[src/rtl/sb_pkg.sv]
// Shared defaults and entry type for the store buffer.
package sb_pkg;

  localparam int SB_DEPTH = 4;
  localparam int SB_IDXW  = 12;

  typedef struct packed {
    logic [31:0] addr;
    logic [31:0] data;
  } sb_entry_t;

endpackage

[src/rtl/sb_fwd_match.sv]
// Youngest-match search over the valid window of the store FIFO.
module sb_fwd_match
  import sb_pkg::*;
#(
  parameter int DEPTH = SB_DEPTH,
  parameter int IDXW  = SB_IDXW,
  localparam int PW   = $clog2(DEPTH)
) (
  input  sb_entry_t         entries [DEPTH],
  input  logic [PW-1:0]     head,
  input  logic [PW:0]       count,
  input  logic [31:0]       ld_addr,
  output logic              hit,
  output logic [31:0]       data
);

  logic [PW-1:0] idx;
  logic          unused_bits;

  // Walk from oldest to youngest so a later match overrides an earlier one.
  always_comb begin
    hit  = 1'b0;
    data = '0;
    idx  = '0;
    for (int i = 0; i < DEPTH; i++) begin
      idx = head + PW'(i);
      if (((PW+1)'(i) < count) &&
          (entries[idx].addr[IDXW+1:2] == ld_addr[IDXW+1:2])) begin
        hit  = 1'b1;
        data = entries[idx].data;
      end
    end
  end

  // Address bits outside the compared word index do not take part in matching.
  always_comb begin
    unused_bits = ^{ld_addr[31:IDXW+2], ld_addr[1:0]};
    for (int i = 0; i < DEPTH; i++) begin
      unused_bits = unused_bits ^ (^entries[i]);
    end
  end

endmodule

[src/rtl/store_buffer.sv]
// Post-commit store buffer: queues stores, drains them to dmem when the
// load port is idle, and forwards the youngest matching store to loads.
module store_buffer
  import sb_pkg::*;
#(
  parameter int DEPTH = SB_DEPTH,
  parameter int IDXW  = SB_IDXW
) (
  input  logic        clk,
  input  logic        rst,
  input  logic        st_valid,
  input  logic [31:0] st_addr,
  input  logic [31:0] st_data,
  input  logic        ld_valid,
  input  logic [31:0] ld_addr,
  output logic [31:0] ld_data,
  output logic        stall,
  input  logic        fence,
  output logic        empty,
  output logic        mem_we,
  output logic [31:0] mem_a,
  output logic [31:0] mem_wd,
  input  logic [31:0] mem_rd
);

  localparam int PW = $clog2(DEPTH);

  sb_entry_t     entries_q [DEPTH];
  logic [PW-1:0] head_q;
  logic [PW-1:0] tail_q;
  logic [PW:0]   count_q;

  logic          full;
  logic          has_entry;
  logic          push;
  logic          pop;
  logic          fwd_hit;
  logic [31:0]   fwd_data;

  assign full      = (count_q == (PW+1)'(DEPTH));
  assign has_entry = (count_q != '0);
  assign empty     = ~has_entry;

  // A fence blocks new stores so the buffer can only shrink.
  assign stall = st_valid & (full | fence);
  assign push  = st_valid & ~stall;
  // Loads own the dmem port; reset suppresses any write in its cycle.
  assign pop   = ~ld_valid & has_entry & ~rst;

  // dmem port arbitration: load address first, otherwise drain the head.
  always_comb begin
    mem_we = 1'b0;
    mem_a  = '0;
    mem_wd = '0;
    if (ld_valid) begin
      mem_a = ld_addr;
    end else if (has_entry) begin
      mem_a  = entries_q[head_q].addr;
      mem_wd = entries_q[head_q].data;
      mem_we = pop;
    end
  end

  sb_fwd_match #(
    .DEPTH (DEPTH),
    .IDXW  (IDXW)
  ) u_fwd (
    .entries (entries_q),
    .head    (head_q),
    .count   (count_q),
    .ld_addr (ld_addr),
    .hit     (fwd_hit),
    .data    (fwd_data)
  );

  assign ld_data = fwd_hit ? fwd_data : mem_rd;

  // Entry storage is never cleared; validity comes from head/count alone.
  always_ff @(posedge clk) begin
    if (push) begin
      entries_q[tail_q] <= '{addr: st_addr, data: st_data};
    end
  end

  // Pointer and occupancy bookkeeping; pointers wrap naturally at DEPTH.
  always_ff @(posedge clk) begin
    if (rst) begin
      head_q  <= '0;
      tail_q  <= '0;
      count_q <= '0;
    end else begin
      if (push) tail_q <= tail_q + 1'b1;
      if (pop)  head_q <= head_q + 1'b1;
      case ({push, pop})
        2'b10:   count_q <= count_q + 1'b1;
        2'b01:   count_q <= count_q - 1'b1;
        default: count_q <= count_q;
      endcase
    end
  end

endmodule

[config.mk]
export PLATFORM = sky130hd
export DESIGN_NAME = store_buffer
export DESIGN_NICKNAME = d
export VERILOG_FILES = /design/src/rtl/sb_pkg.sv /design/src/rtl/sb_fwd_match.sv /design/src/rtl/store_buffer.sv
export SDC_FILE = /design/constraint.sdc
export NUM_CORES = 1
export LEC_CHECK = 0
export ABC_AREA = 1
export CORE_ASPECT_RATIO = 0.9
export CORE_UTILIZATION = 40
export DETAILED_ROUTE_END_ITERATION = 8
export GPL_ROUTABILITY_DRIVEN = 0
export MAX_ROUTING_LAYER = met4
export PLACE_DENSITY = 0.65
export RECOVER_POWER = 100
export SKIP_CTS_REPAIR_TIMING = 1
export SYNTH_ARGS = -nofsm -noshare
export SYNTH_HDL_FRONTEND = slang
export SYNTH_SLANG_ARGS = --single-unit
[constraint.sdc]
create_clock -name clk -period 5.3 [get_ports clk]
set_clock_uncertainty 0.2 [all_clocks]
set_input_delay 1.06 -clock clk [delete_from_list [all_inputs] [get_ports clk]]
set_output_delay 1.06 -clock clk [all_outputs]
set_load 0.005 [all_outputs]
==> impl_results.md <==
* Run status: finished with violations
* Failing checks: max-capacitance violations, max-slew violations
* Critical Path Start: ld_addr[4]
* CTS tree: yes
* Gr ovfl total at 0
* Vias per inst at 5.14
* Critical path capture point: ld_data[24]
* Post-synth top area share at 48.1%
* Clock buffer depth at 3
* Synth Register Bits at 263
* Die W at 213 um
* DRC at 0
* Synth Cell Area at 0.0160 mm2
* YS warnings at 0
* H-tree lvl count at 1
* Max incr delay on CP at 0.56 ns
* Reg2reg setup slack at 0.71 ns
* Post-synth EDFFs at 256
* Setup CP Type: in -> out
* Initial Util at 40.5%
* Worst Path Buf+Inv at 4
* Drt first pass iters at 5
* Pint at 3.92 mW
* 1st-iter DRT viols at 1044
* Via count at 14041
* Power Dens Cells at 290 mW/mm2
* Post-Synthesis Net Count at 2139
* Total CTS buffers at 30
* Worst-path clk slew at 0.06 ns
* Critical Path RT at 4.04 ns
* Final hold vios at 0
* Synth async-reset ratio at 0%
* Post-Route WL at 44900 um
* Antenna Nets Post-Route at 0
* Tcrit/Tclk final at 96.9%
* Fin crit period at 5.13 ns
* Die area at 0.0408 mm2
* Crit path top cell by count: nor2_1
* Tightest Pin Transition at 3.13 ns
* Final Power at 5.69 mW
* First-pass GRT wire length at 69700 um
* Area of the multi-input gates at 0.00685 mm2
* Skew-Pair Late Insertion Delay at 0.59 ns
* R2R Path End: entries_q[183]
* Sequential share of the synthesized area at 49.0%
* Hold wc startpoint: tail_q[1]
* Max Fanout on Critical Path at 19
* Crit Reg-Reg Startpoint: count_q[0]
* Core footprint at 0.0395 mm2
* Drt wl/cell at 16.4 um
* Synth area leaders: edfxtp_1 (48%), nand2_1 (16%), o21ai_0 (7.3%)
* Total GRT Usage at 22.5%
* Fin util at 49.8%
* Syn avg cell area at 8.00 um2
* Slew headroom at -108%
* Sw power at 1.77 mW
* Largest net degree at the start of global routing at 129
* Pleak at 8.37 nW
* Num rows at 69
* CP max-delay cell: clkdlybuf4s50_1
* CTS Sinks at 263
* CP Capture Type: output pin
* Chip height at 192 um
* Worst path depth at 13
* Filler Cell Count at 3681
* Worst Setup Start Kind: input pin
* Max-cap violations at 5
* Port Buf Inserts at 231
* Hpwl dp at 29300 um
* WP data arrival at 3.87 ns
* Top cell family by delay on the critical path: buffers and inverters
* Reg power frac at 41.7%
* Layout cell share with drive strength beyond 1 at 4.20%
* Synth Flop Type: edfxtp_1
* Cell taking the most area after synthesis: edfxtp_1
* Gate power share at 25.4%
* F_max at 195 MHz
* Final #Nets at 2313
* Area Growth Syn to Fin at 22.9%
* Worst reg-to-reg path cell count at 6
* Vias in the first global route at 13272
* Clock Tree Root: clkbuf_16
* Clock power frac at 32.8%
* Yosys cell types at 32
* RSZ-0062 raised after global routing: no
* Final TNS setup at 0 ns
* Ports at 232
* Sw Share at 31.1%
* Slew Limit Fails at 131
* Gate Count Post-Synth at 1997
* Worst path cell trace: clkdlybuf4s50_1 -> inv_1 -> xor2_1 -> nor2_1 -> nand2_1 -> nor2_1 -> nand2_2 -> nand2_4 -> nor2_4 -> buf_6 -> nor2_1 -> a21oi_1 -> clkdlybuf4s50_1
* Min-delay worst type: reg -> reg
* Worst vdd ir at 0.232 mV
* Register area at 0.00783 mm2
* Initial antenna violation count at 6
* Setup violators final at 0
## worst min-delay path by stage
stage	to	slack (ns)	depth (start not counted)
2_1_floorplan	tail_q[1]	0.29	2
3_3_place_gp	tail_q[1]	0.31	2
3_5_place_dp	tail_q[1]	0.32	2
4_1_cts	tail_q[1]	0.33	2
5_1_grt	tail_q[1]	0.36	2
6_report	tail_q[1]	0.33	2
## cells in the mapped netlist, types with 2 or more instances
cell type  instances
or2_2              5
ha_1               9
nor2_1           128
clkbuf_1          48
nand2_2            7
or2_0             21
o22ai_1           12
buf_1             12
o21ai_1            6
nor3_1             8
a21oi_1           16
a221oi_1          20
o21ai_0          233
dfxtp_1            7
nor2_2             3
inv_4              2
buf_4              8
o211ai_1           8
nand2_1          670
edfxtp_1         256
mux2i_1           78
buf_2             46
o2bb2ai_1         20
buf_6              7
inv_1            201
xor2_1             6
nand3_1          155
## power by group through the flow
stage	clock, mW	combinational [mW]	sequential [mW]
after floorplan	0	0.942	2.41
after global placement	0	1.45	2.41
after detailed placement	0	1.47	2.41
after CTS	1.91	1.48	2.37
after global routing	1.98	1.62	2.38
final	1.87	1.45	2.37
## worst min-delay path, stage by stage (launching register included)
cell	delay [ns]
dfxtp_1	0.32
inv_1	0.09
a21oi_1	0.07
## sequential cells by signal (all words and copies together) (netlist names)
| register | flops |
|---|---|
| entries_q | 256 |
| count_q | 3 |
| tail_q | 2 |
| head_q | 2 |
## final cells by class
class,instances,share of cell area [%]
sequential,263,39.9
multi-input combinational,1409,34.9
timing repair buffer,263,13.4
clock buffer,37,3.96
inverter,204,3.95
tap,532,3.39
clock inverter,16,0.510
antenna,8,0.102
## layer usage
metal,global-route usage (%),vias to the layer above,share of wire (%)
met4,6.31,0,2.2
met5,-,-,0
met3,3.09,59,6.2
met1,29.1,6563,44
li1,-,6985,-
met2,37.0,434,47
## per-stage QoR
step                cells  hold slack [ns]  instance area, um2  worst slack [ns]
finish               2732            0.328               19600             0.165
global route         2729            0.356               19600            0.0166
CTS                  2724            0.329               19700            -0.128
detailed placement   2671            0.321               18800             0.183
global placement     2671            0.313               18800             0.246
floorplan            1997            0.290               16000             0.529
## placed cells by master, fill, tap and decap left out, types with 9 or more instances in the layout
cell,count
nand2_1,668
edfxtp_1,256
o21ai_0,233
inv_1,201
nand3_1,155
dlygate4sd3_1,134
nor2_1,126
clkdlybuf4s50_1,97
mux2i_1,78
clkbuf_16,30
or2_0,21
o2bb2ai_1,20
a221oi_1,20
a21oi_1,16
buf_4,14
o22ai_1,12
clkbuf_1,10
ha_1,9
clkinv_1,9
## logic make-up (layout without fill, tap and decap cells)
family / Yosys count / after routing / synth area share (%)
muxes: 78 / 78 / 4.89
buffers and inverters: 325 / 520 / 8.54
DFF: 263 / 263 / 49.0
adders and majority gates: 9 / 9 / 0.705
and+or+nand+nor: 1000 / 1000 / 25.4
AOI/OAI and AO/OA: 316 / 316 / 11.1
xor gates and xnor gates: 6 / 6 / 0.329
other: 0 / 8 / 0
Note: power is estimated with default switching activity, not from simulation.
